### src/rtl/cla_pipe_adder.sv
// cla_pipe_adder: two-stage pipelined add/subtract unit built from
// carry-lookahead groups. Stage 1 adds the low half and registers the carry
// together with the high-half operands. Stage 2 adds the high half and
// registers the result and its flags. Both stages use a valid/ready handshake.
module cla_pipe_adder #(
  parameter int WIDTH = 24,
  parameter int GROUP = 4
) (
  input  logic             clk,
  input  logic             rst,
  input  logic             In_valid,
  output logic             In_ready,
  input  logic [WIDTH-1:0] X,
  input  logic [WIDTH-1:0] Y,
  input  logic             Ci,
  input  logic             Sub,
  output logic             Out_valid,
  input  logic             Out_ready,
  output logic [WIDTH-1:0] Sum,
  output logic             Co,
  output logic             Ovf,
  output logic             Zero
);

  localparam int HALF = WIDTH / 2;
  localparam int NGRP = HALF / GROUP;

  // One lookahead group. Every carry is an independent sum of products of
  // the group's generate/propagate terms and cin, so no carry inside the
  // group depends on another carry of the same group.
  function automatic logic [GROUP:0] cla_group(input logic [GROUP-1:0] a,
                                               input logic [GROUP-1:0] b,
                                               input logic             cin);
    logic [GROUP-1:0] p;
    logic [GROUP-1:0] g;
    logic [GROUP:0]   c;
    logic [GROUP-1:0] s;
    logic             term;
    p    = a ^ b;
    g    = a & b;
    c    = {(GROUP+1){1'b0}};
    c[0] = cin;
    for (int i = 0; i < GROUP; i++) begin
      c[i+1] = 1'b0;
      for (int j = 0; j <= i; j++) begin
        term = g[j];
        for (int k = j + 1; k <= i; k++) begin
          term = term & p[k];
        end
        c[i+1] = c[i+1] | term;
      end
      term = cin;
      for (int k = 0; k <= i; k++) begin
        term = term & p[k];
      end
      c[i+1] = c[i+1] | term;
    end
    s = p ^ c[GROUP-1:0];
    return {c[GROUP], s};
  endfunction

  // Half-width adder: lookahead groups chained by their group carries.
  function automatic logic [HALF:0] add_half(input logic [HALF-1:0] a,
                                             input logic [HALF-1:0] b,
                                             input logic            cin);
    logic [HALF-1:0] s;
    logic            carry;
    logic [GROUP:0]  r;
    s     = {HALF{1'b0}};
    carry = cin;
    for (int g = 0; g < NGRP; g++) begin
      r = cla_group(a[g*GROUP +: GROUP], b[g*GROUP +: GROUP], carry);
      s[g*GROUP +: GROUP] = r[GROUP-1:0];
      carry = r[GROUP];
    end
    return {carry, s};
  endfunction

  // Pipeline state
  logic             live_q,       live_d;
  logic             s1_valid_q,   s1_valid_d;
  logic [HALF-1:0]  s1_sum_lo_q,  s1_sum_lo_d;
  logic             s1_carry_q,   s1_carry_d;
  logic [HALF-1:0]  s1_x_hi_q,    s1_x_hi_d;
  logic [HALF-1:0]  s1_b_hi_q,    s1_b_hi_d;
  logic             s2_valid_q,   s2_valid_d;
  logic [WIDTH-1:0] sum_q,        sum_d;
  logic             co_q,         co_d;
  logic             ovf_q,        ovf_d;
  logic             zero_q,       zero_d;

  // Combinational helpers
  logic             s2_ready_s;
  logic             move_s;
  logic             in_fire_s;
  logic [WIDTH-1:0] b_eff_s;
  logic             cin_eff_s;
  logic [HALF:0]    lo_s;
  logic [HALF:0]    hi_s;
  logic [WIDTH-1:0] res_sum_s;

  // Stage 2 can take new data when it is empty or its result leaves now;
  // live_q keeps the input closed until the first edge after reset.
  assign s2_ready_s = ~s2_valid_q | Out_ready;
  assign move_s     = s1_valid_q & s2_ready_s;
  assign In_ready   = live_q & (~s1_valid_q | s2_ready_s);
  assign in_fire_s  = In_valid & In_ready;

  // Subtract is X + ~Y + ~Ci, which equals X - Y - Ci.
  assign b_eff_s   = Sub ? ~Y : Y;
  assign cin_eff_s = Sub ? ~Ci : Ci;
  assign lo_s      = add_half(X[HALF-1:0], b_eff_s[HALF-1:0], cin_eff_s);
  assign hi_s      = add_half(s1_x_hi_q, s1_b_hi_q, s1_carry_q);
  assign res_sum_s = {hi_s[HALF-1:0], s1_sum_lo_q};

  assign Out_valid = s2_valid_q;
  assign Sum       = sum_q;
  assign Co        = co_q;
  assign Ovf       = ovf_q;
  assign Zero      = zero_q;

  // Next-state for stage 1: capture on input transfer, empty when it drains.
  always_comb begin
    live_d      = 1'b1;
    s1_valid_d  = s1_valid_q;
    s1_sum_lo_d = s1_sum_lo_q;
    s1_carry_d  = s1_carry_q;
    s1_x_hi_d   = s1_x_hi_q;
    s1_b_hi_d   = s1_b_hi_q;
    if (in_fire_s) begin
      s1_valid_d  = 1'b1;
      s1_sum_lo_d = lo_s[HALF-1:0];
      s1_carry_d  = lo_s[HALF];
      s1_x_hi_d   = X[WIDTH-1:HALF];
      s1_b_hi_d   = b_eff_s[WIDTH-1:HALF];
    end else if (move_s) begin
      s1_valid_d = 1'b0;
    end else begin
      s1_valid_d = s1_valid_q;
    end
  end

  // Next-state for stage 2: finish the high half when stage 1 moves down,
  // otherwise hold so the result stays stable under backpressure.
  always_comb begin
    s2_valid_d = s2_valid_q;
    sum_d      = sum_q;
    co_d       = co_q;
    ovf_d      = ovf_q;
    zero_d     = zero_q;
    if (s2_ready_s) begin
      s2_valid_d = s1_valid_q;
      if (s1_valid_q) begin
        sum_d  = res_sum_s;
        co_d   = hi_s[HALF];
        ovf_d  = (s1_x_hi_q[HALF-1] == s1_b_hi_q[HALF-1]) &
                 (res_sum_s[WIDTH-1] != s1_x_hi_q[HALF-1]);
        zero_d = (res_sum_s == {WIDTH{1'b0}});
      end else begin
        sum_d = sum_q;
      end
    end else begin
      s2_valid_d = s2_valid_q;
    end
  end

  // Pipeline registers with asynchronous clear; reset discards all in-flight data.
  always_ff @(posedge clk or posedge rst) begin
    if (rst) begin
      live_q      <= 1'b0;
      s1_valid_q  <= 1'b0;
      s1_sum_lo_q <= {HALF{1'b0}};
      s1_carry_q  <= 1'b0;
      s1_x_hi_q   <= {HALF{1'b0}};
      s1_b_hi_q   <= {HALF{1'b0}};
      s2_valid_q  <= 1'b0;
      sum_q       <= {WIDTH{1'b0}};
      co_q        <= 1'b0;
      ovf_q       <= 1'b0;
      zero_q      <= 1'b0;
    end else begin
      live_q      <= live_d;
      s1_valid_q  <= s1_valid_d;
      s1_sum_lo_q <= s1_sum_lo_d;
      s1_carry_q  <= s1_carry_d;
      s1_x_hi_q   <= s1_x_hi_d;
      s1_b_hi_q   <= s1_b_hi_d;
      s2_valid_q  <= s2_valid_d;
      sum_q       <= sum_d;
      co_q        <= co_d;
      ovf_q       <= ovf_d;
      zero_q      <= zero_d;
    end
  end

endmodule
### config.mk
export PLATFORM = sky130hd
export DESIGN_NAME = cla_pipe_adder
export DESIGN_NICKNAME = d
export VERILOG_FILES = /design/src/rtl/cla_pipe_adder.sv
export SDC_FILE = /design/constraint.sdc
export NUM_CORES = 1
export LEC_CHECK = 0
export CAP_MARGIN = 20
export CORE_MARGIN = 1
export CORE_UTILIZATION = 50
export DETAILED_ROUTE_END_ITERATION = 7
export DONT_BUFFER_PORTS = 1
export PLACE_DENSITY_LB_ADDON = 0.25
export SYNTH_ARGS = -nofsm -noshare
export SYNTH_HDL_FRONTEND = slang
export SYNTH_SLANG_ARGS = --single-unit
### constraint.sdc
create_clock -name clk -period 9.2 [get_ports clk]
set_input_delay 2.3 -clock clk [delete_from_list [all_inputs] [get_ports clk]]
set_output_delay 2.3 -clock clk [all_outputs]
set_load 0.01 [all_outputs]
== Word level (Yosys, flattened, before mapping) ==
Cells that the tools add are included.

* Logic and storage cells: 168
* Register bits after elaboration: 67
* Input port bits: 54
* Output and inout bits: 29

* Muxes and demuxes: 4
* Bitwise gates (word level): 148
* Reduce and logical (&&, ||, !) cells: 3
* Equality and inequality tests: 2

{| class="wikitable"
|+ Operators by type and width
! kind !! number
|-
| 1-bit AND || 64
|-
| 1-bit OR || 62
|-
| 4-bit XOR || 12
|-
| 4-bit AND || 6
|-
| 24-bit zero test || 1
|-
| 24-bit two-way mux || 1
|-
| 24-bit inverter || 1
|-
| 1-bit two-way mux || 3
|-
| 1-bit inverter || 3
|-
| 2-bit AND reduction || 1
|-
| 2-bit nonzero test || 1
|-
| 1-bit == test || 1
|-
| 1-bit inequality test || 1
|}

== Logic depth before layout (Yosys ltp) ==
Gate-level depths: netlist (run 1).

* Word-level depth: 20
* Gate-level depth with buffers: 20
* Gate-level depth less buffers: 18

== Worst setup path after synthesis (run 1) ==
OpenSTA, ideal clock, no wires.

* Path type: input -> register
* Start point: input Sub
* End point: register s1_carry_q
* Setup time: 0.127 ns
* Stages: 20
* Slack: 3.431 ns
* Arrival time: 5.642 ns
* Data required time: 9.073 ns
* Buffers on the path: 2
* Cells stage by stage: buf_2 -> buf_4 -> xor2_1 -> ha_1 -> ha_1 -> o21a_1 -> o21ai_0 -> nand2b_1 -> a21o_1 -> ha_1 -> o21a_1 -> o21ai_0 -> nand2b_1 -> a21o_1 -> ha_1 -> o21ai_0 -> nand2b_1 -> a21o_1 -> a211oi_1 -> a21oi_1

* Longest elaborated chain between the ends: 19
* Elaborated cells between the ends (all ways): 50
* Classes of those cells: mux: 2; bitwise: 48

{| class="wikitable"
|+ Ends and longest elaborated chain
! element !! line !! text
|-
| from (decl) || 16 || <nowiki>input logic Sub,</nowiki>
|-
| 24-bit two-way mux || 110 || <nowiki>assign b_eff_s = Sub ? ~Y : Y;</nowiki>
|-
| 4-bit AND / 4-bit XOR (equally long branches) || 40, 39 ||
|-
| 1-bit AND (3 in a row) || 48 || <nowiki>term = term & p[k];</nowiki>
|-
| 1-bit OR (3 in a row) || 50 || <nowiki>c[i+1] = c[i+1] | term;</nowiki>
|-
| 1-bit OR || 56 || <nowiki>c[i+1] = c[i+1] | term;</nowiki>
|-
| 1-bit AND (4 in a row) || 54 || <nowiki>term = term & p[k];</nowiki>
|-
| 1-bit OR || 56 ||
|-
| 1-bit AND (4 in a row) || 54 ||
|-
| 1-bit OR * || 56 ||
|-
| to (signal assigned) || 185 || <nowiki>s1_carry_q <= s1_carry_d;</nowiki>
|-
| to (decl) || 83 || <nowiki>logic s1_carry_q, s1_carry_d;</nowiki>
|}

Every way passes the cells marked *; elsewhere a longest branch is shown, timed or not.
A chain may end at the register's enable or synchronous reset.

== Final worst setup path (run 1) ==
Ends and elaborated chain as after synthesis.

==> results of run 1 <==
-- stage by stage --
step                      instances  worst slack, ns
after floorplan                 322             3.43
after global placement          407             3.64
after detailed placement        407             3.56
after CTS                       423             3.91
after global routing            423             3.66
final                           423             3.92
-- layer usage --
| layer | global-route usage, % | vias up | wire, µm |
|---|---|---|---|
| met3 | 4.93 | 11 | 346 |
| met4 | 9.39 | 0 | 121 |
| met1 | 22.3 | 1022 | 2750 |
| met2 | 28.8 | 56 | 3010 |
| met5 | 0 | - | 0 |
| li1 | - | 1087 | - |
-- state kept, by name (all words and copies together) (netlist names) --
| signal | flops |
|---|---|
| Co | 1 |
| Out_valid | 1 |
| Ovf | 1 |
| Sum | 24 |
| Zero | 1 |
| live_q | 1 |
| s1_b_hi_q | 12 |
| s1_carry_q | 1 |
| s1_sum_lo_q | 12 |
| s1_valid_q | 1 |
| s1_x_hi_q | 12 |
-- critical path, delay by kind of cell --
kind | cells | cell delay (ns)
compound gates | 10 | 1.81
fa+ha+maj | 4 | 0.82
simple gates | 3 | 0.33
xor+xnor | 1 | 0.18
-- power by group through the flow --
stage / sequential, mW / clock [mW] / combinational (mW)
4_1_cts: 0.475 / 0.218 / 0.250
3_3_place_gp: 0.477 / 0 / 0.241
3_5_place_dp: 0.480 / 0 / 0.248
5_1_grt: 0.486 / 0.233 / 0.281
6_report: 0.471 / 0.213 / 0.244
2_1_floorplan: 0.456 / 0 / 0.210
-- final timing paths --
kind,start,to,slack (ns),cells past startpoint
max in group asynchronous,rst,s1_b_hi_q[1]$_DFFE_PP0P_,6.55,2
max,Sub,s1_carry_q$_DFFE_PP0P_,3.92,18
min,s1_b_hi_q[9]$_DFFE_PP0P_,s1_b_hi_q[9]$_DFFE_PP0P_,0.49,2
min reg2reg,s1_b_hi_q[9]$_DFFE_PP0P_,s1_b_hi_q[9]$_DFFE_PP0P_,0.49,2
min in group asynchronous,rst,Sum[0]$_DFFE_PP0P_,2.08,2
max reg2reg,s1_x_hi_q[0]$_DFFE_PP0P_,Zero$_DFFE_PP0P_,5.50,16
-- cells in the mapped netlist (4+ instances only) --
library cell / instances
ha_1: 30
nand2b_1: 7
inv_1: 14
nand2_1: 42
a21oi_1: 4
fa_1: 6
buf_2: 6
o21ai_0: 37
a21o_1: 5
mux2_4: 9
xnor2_1: 21
dfrtp_1: 67
mux2_2: 18
xor2_1: 19
-- area by class of cell --
cell class	count	area [µm²]
Sequential cell	67	1680
Clock buffer	14	163
Timing Repair Buffer	1	7.51
Multi-Input combinational cell	229	1850
Inverter	14	52.6
Tap cell	96	120
Clock inverter	2	10.0
Fill cell	649	3030
-- cells by family (layout without fill, tap and decap cells) --
logic type               Yosys count  count (layout)  share of synthesized area [%]
buffers and inverters             26              31                           3.43
AND/OR/NAND/NOR                   67              67                           8.95
flip-flops                        67              67                           45.9
AO/OA/AOI/OAI                     58              58                           9.15
adder cells (fa/ha/maj)           36              36                           13.6
XOR/XNOR                          40              40                           9.60
multiplexers                      27              27                           9.26
other                              1               1                          0.103
==> metrics.md, run 1 <==
| Metric | Value |
|---|---|
| Crit path launch type | `input pin` |
| Reg power frac | `50.8%` |
| Post-synth cell types | `39` |
| Final Cell Area | `3880 µm²` |
| Post-cts sizing count | `0` |
| Initial antenna violation count | `0` |
| Final Hold Viols | `0` |
| Final Cycle Share | `57.3%` |
| Synth area leaders | `dfrtp_1 (46%), ha_1 (10%), mux2_2 (5.6%), o21ai_0 (5.1%), xnor2_1 (5.0%)` |
| Port bufs | `0` |
| First DRT Iteration DRCs | `43` |
| Hold buffers post-CTS | `0` |
| Synth Register Bits | `67` |
| Post-CTS setup buffers | `0` |
| CP max FO | `25` |
| Initial Util | `52.8%` |
| RSZ-0062 raised after global routing | `false` |
| Comb pwr share | `26.3%` |
| Hold WS | `0.488 ns` |
| Peak VDD IR | `0.0844 mV` |
| Worst slew pin tran | `0.840 ns` |
| Layout cell share with drive strength beyond 1 | `15.0%` |
| Worst-path clk slew | `0.07 ns` |
| Type of the worst min-delay path | `register to register` |
| P_leak | `1.86 nW` |
| Fin nets | `412` |
| Critical path arrival | `5.46 ns` |
| Sequential element share of the synthesized area | `45.9%` |
| Die ar. | `7640 µm²` |
| Die height | `87.4 µm` |
| Syn_area_per_cell | `11.3 µm²` |
| Internal power | `617 µW` |
| Setup TNS | `0 ns` |
| Largest net degree at the start of global routing | `68` |
| Antenna Nets Post-Route | `0` |
| Clk sink count | `67` |
| Cells after synthesis | `322` |
| DRT Wirelength | `6230 µm` |
| Tmin final | `5.28 ns` |
| DR WL/cell | `14.7 µm` |
| Status | `completed` |
| P&R area growth vs syn | `6.24%` |
| Grt ovf | `0` |
| Synth Net Count | `412` |
| First-pass DRT Iterations | `3` |
| MaxCap Viol Count | `0` |
| CTS Root Buffer Type | `clkbuf_8` |
| Global-route wire length before repair | `10100 µm` |
| Core Area | `6910 µm²` |
| Vias | `2176` |
| Row count | `30` |
| Slowest-stage cell, CP | `ha_1` |
| Slew HR | `44.0%` |
| Number of enable flip-flop cells after synthesis | `0` |
| Setup CP Type | `input pin to register` |
| H-Tree Depth | `3` |
| Ys Warns | `0` |
| Overall power | `927 µW` |
| Gp weighted congestion | `0.743` |
| Post-synth top area share | `45.9%` |
| Fmax | `0.190 GHz` |
| Routed vias/inst | `5.14` |
| HPWL Detailed | `4600 µm` |
| Clk_lat worst skew | `0.33 ns` |
| P per Cell Area | `239 nW/µm²` |
| Top-Level Pins | `83` |
| Ys async rst share | `100%` |
| Most frequent cells in the layout | `dfrtp_1 (67), nand2_1 (42), o21ai_0 (37), ha_1 (30), xnor2_1 (21)` |
| Antenna Cells | `0` |
| Most common cell on crit path | `ha_1` |
| Sw Share | `33.5%` |
| WP data required | `9.38 ns` |
| CP Cell Sequence | `xor2_1 > ha_1 > ha_1 > o21a_1 > o21ai_0 > nand2b_1 > a21o_1 > ha_1 > o21a_1 > o21ai_0 > nand2b_1 > a21o_1 > ha_1 > o21ai_0 > nand2b_1 > a21o_1 > a211oi_1 > a21oi_1` |
| Commonest non-fill, non-tap cell in the layout | `dfrtp_1` |
| Die X | `87.4 µm` |
| Final Skew | `0.00828 ns` |
| DRC | `0` |
| CTS tree | `yes` |
| Post-layout util | `56.1%` |
| Final slew viol count | `0` |
| Num CTS Buffers | `9` |
| CP endpoint kind | `register` |
| Clock buffer depth | `2` |
| Critical Path Max Stage Delay | `0.27 ns` |
| Post-DP Area | `3700 µm²` |
| Clk pwr share | `22.9%` |
| Vias in the first global route | `2161` |
| Synth area leader | `dfrtp_1` |
| Cell area after synthesis | `3650 µm²` |
| Final Setup Violations | `0` |
| Top_reg_cell synth | `dfrtp_1` |
| Sw power | `310 µW` |
| GRT Resource Usage Total | `18.0%` |
Note: power is estimated with default switching activity, not from simulation.
==> inputs of run 2 (changes only) <==
--- a/config.mk
+++ b/config.mk
@@ -5,6 +5,7 @@
 export SDC_FILE = /design/constraint.sdc
 export NUM_CORES = 1
 export LEC_CHECK = 0
+export ABC_AREA = 1
 export CAP_MARGIN = 20
 export CORE_MARGIN = 1
 export CORE_UTILIZATION = 50
==> constraint.sdc (replaced) <==
create_clock -name clk -period 5.1 [get_ports clk]
set_input_delay 1.275 -clock clk [delete_from_list [all_inputs] [get_ports clk]]
set_output_delay 1.275 -clock clk [all_outputs]
set_load 0.01 [all_outputs]
==> metrics.md, run 2 <==
| Metric | Value |
|---|---|
| Top_reg_cell synth | `dfrtp_1` |
| Status | `completed` |
| Top-Level Pins | `83 (unchanged)` |
| Final Setup Violations | `0 (unchanged)` |
| Vias in the first global route | `2463 (+14%)` |
| P&R area growth vs syn | `8.02%` |
| Reg power frac | `44.6% (-6.2 points)` |
| Post-synth cell types | `28 (-28%)` |
| Sw Share | `33.3% (-0.22 points)` |
| Grt ovf | `0 (unchanged)` |
| Non-filler cells, final | `534 (+26%)` |
| Row count | `31 (+3.3%)` |
| GRT Resource Usage Total | `20.2% (+2.2 points)` |
| First DRT Iteration DRCs | `90 (+110%)` |
| CP max FO | `25 (unchanged)` |
| Max FFs per register | `24 (unchanged)` |
| Layout cell share with drive strength beyond 1 | `5.98% (-9.0 points)` |
| Antenna Nets Post-Route | `0 (unchanged)` |
| MaxCap Viol Count | `0 (unchanged)` |
| Antenna Cells | `0 (unchanged)` |
| Peak VDD IR | `0.165 mV (+96%)` |
| Final Hold Viols | `0 (unchanged)` |
| Synth area leader | `dfrtp_1` |
| Num CTS Buffers | `9 (unchanged)` |
| Vias | `2606 (+20%)` |
| Post-layout util | `55.8% (-0.35 points)` |
| HPWL Detailed | `5470 µm (+19%)` |
| Most frequent cells in the layout | `nand2_1 (134), dfrtp_1 (67), inv_1 (45), ha_1 (30), o21ai_1 (27)` |
| P_leak | `2.10 nW (+13%)` |
| Clock buffer depth | `2 (unchanged)` |
| Type of the worst min-delay path | `register to register` |
| Slew HR | `53.7% (+9.7 points)` |
| Clk_lat worst skew | `0.35 ns (+0.02 ns)` |
| Initial antenna violation count | `0 (unchanged)` |
| Crit path launch type | `input pin` |
| Synth Register Bits | `67 (unchanged)` |
| Sequential element share of the synthesized area | `44.8% (-1.2 points)` |
| Clk pwr share | `31.2% (+8.3 points)` |
| Most common cell on crit path | `nand2_1` |
| Synth Net Count | `522 (+27%)` |
| RSZ-0062 raised after global routing | `false` |
| Global-route wire length before repair | `11700 µm (+15%)` |
| Internal power | `1.21 mW (+96%)` |
| Fmax | `0.242 GHz` |
| Syn_area_per_cell | `8.67 µm² (-23%)` |
| DRT Wirelength | `7360 µm (+18%)` |
| Setup TNS | `0 ns (unchanged)` |
| Final Skew | `0.00748 ns (-0.000799 ns)` |
| Final slew viol count | `0 (unchanged)` |
| Cells after synthesis | `432 (+34%)` |
| Post-CTS setup buffers | `0 (unchanged)` |
| DRC | `0 (unchanged)` |
| Gp weighted congestion | `0.762 (+2.6%)` |
| Post-cts sizing count | `0 (unchanged)` |
| Worst-path clk slew | `0.07 ns (about the same)` |
| Critical Path Max Stage Delay | `0.28 ns (about the same)` |
| Top cells by count, synth | `nand2_1 (134), dfrtp_1 (67), inv_1 (46), ha_1 (30), o21ai_1 (27)` |
| Ys Warns | `0 (unchanged)` |
| WP data required | `5.36 ns (-4.02 ns)` |
| Die ar. | `7840 µm² (+2.6%)` |
| Die X | `88.6 µm (+1.3%)` |
| Slowest-stage cell, CP | `ha_1` |
| Hold buffers post-CTS | `0 (unchanged)` |
| Largest net degree at the start of global routing | `56 (-18%)` |
| Port bufs | `0 (unchanged)` |
| Final Cell Area | `4050 µm² (+4.4%)` |
| P per Cell Area | `448 nW/µm² (+87%)` |
| CP endpoint kind | `register` |
| Initial Util | `51.6% (-1.2 points)` |
| Die height | `88.6 µm (+1.3%)` |
| Cell area after synthesis | `3750 µm² (+2.6%)` |
| Sw power | `603 µW (+94%)` |
| Setup CP Type | `input pin to register` |
| CTS Root Buffer Type | `clkbuf_8` |
| Synth area leaders | `dfrtp_1 (45%), nand2_1 (13%), ha_1 (10%), inv_1 (4.6%), xnor2_1 (4.4%)` |
| Core Area | `7250 µm² (+5.0%)` |
| Comb pwr share | `24.2% (-2.1 points)` |
| H-Tree Depth | `3 (unchanged)` |
| Tmin final | `4.14 ns` |
| Clk sink count | `67 (unchanged)` |
| Final Cycle Share | `81.1%` |
| DR WL/cell | `13.8 µm (-6.4%)` |
| Post-DP Area | `3790 µm² (+2.2%)` |
| Inst Count DP | `518 (+27%)` |
| Worst slew pin tran | `0.694 ns (-0.146 ns)` |
| Post-synth top area share | `44.8% (-1.2 points)` |
| Commonest non-fill, non-tap cell in the layout | `nand2_1` |
| Critical path arrival | `4.40 ns (-1.06 ns)` |
| First-pass DRT Iterations | `5 (+2)` |
| Ys async rst share | `100% (unchanged)` |
| Fin nets | `520 (+26%)` |
| CTS tree | `yes` |
| Number of enable flip-flop cells after synthesis | `0 (unchanged)` |
| Most numerous cell in the Yosys netlist | `nand2_1` |
| Routed vias/inst | `4.88 (-5.1%)` |
-- run 2: final cells by class --
class / instances / area [µm²]
Clock buffer: 12 / 165
Inverter: 50 / 188
Timing Repair Buffer: 1 / 7.51
Fill cell: 708 / 3210
Tap cell: 99 / 124
Sequential cell: 67 / 1680
Multi-Input combinational cell: 301 / 1790
Clock inverter: 4 / 95.1
-- run 2: kinds of logic (layout without fill, tap and decap cells) --
| logic type | count (synthesis) | after routing | synth area share (%) |
|---|---|---|---|
| AOI/OAI and AO/OA | 63 | 63 | 9.25 |
| xor gates and xnor gates | 31 | 31 | 7.25 |
| adders and majority gates | 36 | 36 | 13.2 |
| buffers and inverters | 64 | 67 | 7.45 |
| DFF | 67 | 67 | 44.8 |
| other | 1 | 1 | 0.100 |
| and+or+nand+nor | 170 | 170 | 18.0 |
-- run 2: routing by layer --
metal	GRT usage [%]	vias to the layer above	wire length, µm
met1	28.5	1172	3610
met2	28.3	72	3060
met5	0	-	0
li1	-	1349	-
met3	5.97	13	520
met4	9.68	0	164
-- run 2: critical path: cells and delay by family --
kind / cells / cell delay (ns)
AO/OA/AOI/OAI: 5 / 0.69
XOR/XNOR: 1 / 0.21
adder cells (fa/ha/maj): 4 / 0.81
buffers and inverters: 7 / 0.42
AND/OR/NAND/NOR: 12 / 0.98
-- run 2: per-stage QoR --
stage / total power, mW / hold WS (ns) / worst slack, ns
after global placement: 1.24 / 0.470 / 0.816
after floorplan: 1.15 / 0.453 / 0.640
after detailed placement: 1.26 / 0.472 / 0.702
final: 1.81 / 0.489 / 0.964
after global routing: 1.94 / 0.516 / 0.564
after CTS: 1.83 / 0.493 / 0.996
-- run 2: power groups by stage --
stage	registers [mW]	clock network, mW	logic, mW
after floorplan	0.785	0	0.363
after global placement	0.813	0	0.425
after detailed placement	0.821	0	0.440
after CTS	0.811	0.573	0.443
after global routing	0.829	0.601	0.511
final	0.809	0.567	0.439
-- run 2: path summary, 6_finish.rpt --
check / from / endpoint / slack, ns / depth (start not counted)
setup / recovery: Sub / s1_sum_lo_q[11]$_DFFE_PP0P_ / 0.96 / 29
hold / removal: s1_sum_lo_q[4]$_DFFE_PP0P_ / s1_sum_lo_q[4]$_DFFE_PP0P_ / 0.49 / 2
setup reg to reg: s1_b_hi_q[0]$_DFFE_PP0P_ / Zero$_DFFE_PP0P_ / 2.00 / 21
hold reg to reg: s1_sum_lo_q[4]$_DFFE_PP0P_ / s1_sum_lo_q[4]$_DFFE_PP0P_ / 0.49 / 2
max in group asynchronous: rst / s1_sum_lo_q[8]$_DFFE_PP0P_ / 3.28 / 2
min in group asynchronous: rst / s1_valid_q$_DFFE_PP0P_ / 0.91 / 1
==> inputs of run 3 (changes only) <==
--- a/config.mk
+++ b/config.mk
@@ -5,7 +5,7 @@
 export SDC_FILE = /design/constraint.sdc
 export NUM_CORES = 1
 export LEC_CHECK = 0
-export ABC_AREA = 1
+export ABC_AREA = 0
 export CAP_MARGIN = 20
 export CORE_MARGIN = 1
 export CORE_UTILIZATION = 50
==> constraint.sdc (replaced) <==
create_clock -name clk -period 3.6 [get_ports clk]
set_input_delay 0.9 -clock clk [delete_from_list [all_inputs] [get_ports clk]]
set_output_delay 0.9 -clock clk [all_outputs]
set_load 0.01 [all_outputs]
==> metrics.md, run 3 (synthesis results as in run 1) <==
| Metric | Value |
|---|---|
| Status | `completed` |
| Crit path launch type | `input pin` |
| Final Skew | `0.00963 ns (+0.00215 ns)` |
| Sw Share | `33.4% (+0.19 points)` |
| Top-Level Pins | `83 (unchanged)` |
| CP endpoint kind | `register` |
| P_leak | `1.92 nW (-8.7%)` |
| Num CTS Buffers | `9 (unchanged)` |
| R2R depth | `16 (-24%)` |
| Comb pwr share | `28.9% (+4.7 points)` |
| Fin nets | `424 (-18%)` |
| Global-route wire length before repair | `10600 µm (-9.8%)` |
| CP max FO | `2 (-92%)` |
| Commonest non-fill, non-tap cell in the layout | `dfrtp_1` |
| Final Hold Viols | `0 (unchanged)` |
| MaxCap Viol Count | `0 (unchanged)` |
| Reg power frac | `48.1% (+3.5 points)` |
| DRC | `0 (unchanged)` |
| GRT Resource Usage Total | `18.9% (-1.2 points)` |
| Fillers | `631 (-11%)` |
| Dpl ws | `-0.317 ns (-1.02 ns)` |
| Final Setup Violations | `0 (unchanged)` |
| First DRT Iteration DRCs | `54 (-40%)` |
| H-Tree Depth | `3 (unchanged)` |
| Clk sink count | `67 (unchanged)` |
| WP data required | `3.79 ns (-1.57 ns)` |
| Setup CP Type | `input pin to register` |
| Sw power | `838 µW (+39%)` |
| Worst setup margin | `0.0825 ns (-0.882 ns)` |
| RSZ-0062 raised after global routing | `true` |
| Final slew viol count | `0 (unchanged)` |
| DRT Wirelength | `6600 µm (-10%)` |
| Max FFs per register | `24 (unchanged)` |
| Sequential cell area | `1680 µm² (unchanged)` |
| Final Cycle Share | `97.7%` |
| Largest net degree at the start of global routing | `68 (+21%)` |
| Clk pwr share | `23.0% (-8.2 points)` |
| Internal power | `1.67 mW (+38%)` |
| Vias in the first global route | `2120 (-14%)` |
| CTS Root Buffer Type | `clkbuf_8` |
| Reg-to-Reg Start | `s1_x_hi_q[0]$_DFFE_PP0P_` |
| Final Cell Area | `4030 µm² (-0.46%)` |
| Worst-path clk slew | `0.07 ns (about the same)` |
| P&R area growth vs syn | `10.4%` |
| HPWL Detailed | `4980 µm (-9.1%)` |
| Grt ovf | `0 (unchanged)` |
| Hold buffers post-CTS | `0 (unchanged)` |
| Tmin final | `3.52 ns` |
| Type of the worst min-delay path | `register to register` |
| FF-to-FF End | `Zero$_DFFE_PP0P_` |
| Fmax | `0.284 GHz` |
| Antenna Cells | `0 (unchanged)` |
| Row count | `30 (-3.2%)` |
| Die X | `87.4 µm (-1.3%)` |
| Core Area | `6910 µm² (-4.8%)` |
| Reg2Reg Setup Slack | `0.09 ns (-1.91 ns)` |
| P per Cell Area | `622 nW/µm² (+39%)` |
| Layout cell share with drive strength beyond 1 | `21.9% (+16 points)` |
| Hold Path Depth | `2 (unchanged)` |
| Most frequent cells in the layout | `dfrtp_1 (67), nand2_1 (42), o21ai_0 (31), ha_1 (25), xnor2_1 (20)` |
| Critical path arrival | `3.71 ns (-0.69 ns)` |
| Vias | `2200 (-16%)` |
| Port bufs | `0 (unchanged)` |
| HP Start | `s1_b_hi_q[1]$_DFFE_PP0P_` |
| Area of the multi-input gates | `1910 µm² (+6.4%)` |
| Die height | `87.4 µm (-1.3%)` |
| Antenna Nets Post-Route | `0 (unchanged)` |
| Clk_lat worst skew | `0.34 ns (about the same)` |
| Clock buffer depth | `2 (unchanged)` |
| DR WL/cell | `15.2 µm (+10%)` |
| Post-DP Area | `3800 µm² (+0.36%)` |
| Slew HR | `45.7% (-7.9 points)` |
| Peak VDD IR | `0.212 mV (+28%)` |
| CTS tree | `yes` |
| Initial Util | `52.8% (+1.2 points)` |
| Worst slew pin tran | `0.814 ns (+0.120 ns)` |
| Gp weighted congestion | `0.758 (-0.59%)` |
| Die ar. | `7640 µm² (-2.5%)` |
| WHS Endpoint | `s1_b_hi_q[1]$_DFFE_PP0P_` |
| Routed vias/inst | `5.07 (+3.9%)` |
| First-pass DRT Iterations | `4 (-1)` |
| Initial antenna violation count | `0 (unchanged)` |
run 3: worst max path at each step:
stage / end / start / slack [ns]
detailed placement: s1_carry_q$_DFFE_PP0P_ / Y[0] / -0.32
floorplan: s1_sum_lo_q[11]$_DFFE_PP0P_ / Sub / -0.34
CTS: Zero$_DFFE_PP0P_ / s1_x_hi_q[0]$_DFFE_PP0P_ / 0.02
finish: s1_carry_q$_DFFE_PP0P_ / Y[0] / 0.08
global placement: s1_carry_q$_DFFE_PP0P_ / Y[0] / -0.19
global route: Zero$_DFFE_PP0P_ / s1_x_hi_q[0]$_DFFE_PP0P_ / -0.19
run 3: worst max-delay path: stages:
cell and delay (ns):
xor2_2 0.16, ha_1 0.30, ha_2 0.18, o21a_1 0.18, o21ai_2 0.13, nand2b_1 0.08, a21o_1 0.18, ha_2 0.17
o21a_1 0.18, o21ai_2 0.14, nand2b_1 0.10, a21o_1 0.20, ha_2 0.17, o21ai_2 0.10, nand2b_1 0.07, a21o_1 0.18
a211oi_2 0.22, a21oi_1 0.06
run 3: timing repair:
action	in CTS	in global routing
endpoints found under the setup margin	1	4
pin swaps	0	12
buffers inserted	0	2
endpoints found under the hold margin	0	0
resized for setup	2	7
cloned	0	0
run 3: layout make-up:
cell class / instances / share of cell area [%]
flip-flops and latches: 67 / 41.6
clock buffers: 12 / 3.36
well taps: 96 / 2.98
repair buffers: 13 / 2.42
inverters: 14 / 1.30
multi-input cells: 229 / 47.3
clock inverters: 3 / 0.994
run 3: layer usage:
layer	part of all wire [%]	routed length [µm]	track usage [%]
met1	47	3070	25.4
met2	45	2970	27.4
met3	6.9	454	5.50
met4	1.5	98	10.7
met5	0	0	0
run 3: power groups by stage:
stage	Sequential [mW]	Combinational (mW)	Clock [mW]
2_1_floorplan	1.17	0.545	0
3_5_place_dp	1.22	0.704	0
4_1_cts	1.21	0.715	0.592
6_report	1.21	0.724	0.577
5_1_grt	1.24	0.823	0.632
3_3_place_gp	1.21	0.678	0
run 3: stage by stage:
step,hold WS [ns],power [mW],std cells,TNS [ns],util [%]
floorplan,0.454,1.71,322,-0.976,-
global placement,0.467,1.89,417,-0.495,55.0
detailed placement,0.474,1.93,417,-0.979,55.0
CTS,0.489,2.52,432,0,57.7
global route,0.502,2.69,434,-0.286,58.3
finish,0.485,2.51,434,0,58.3
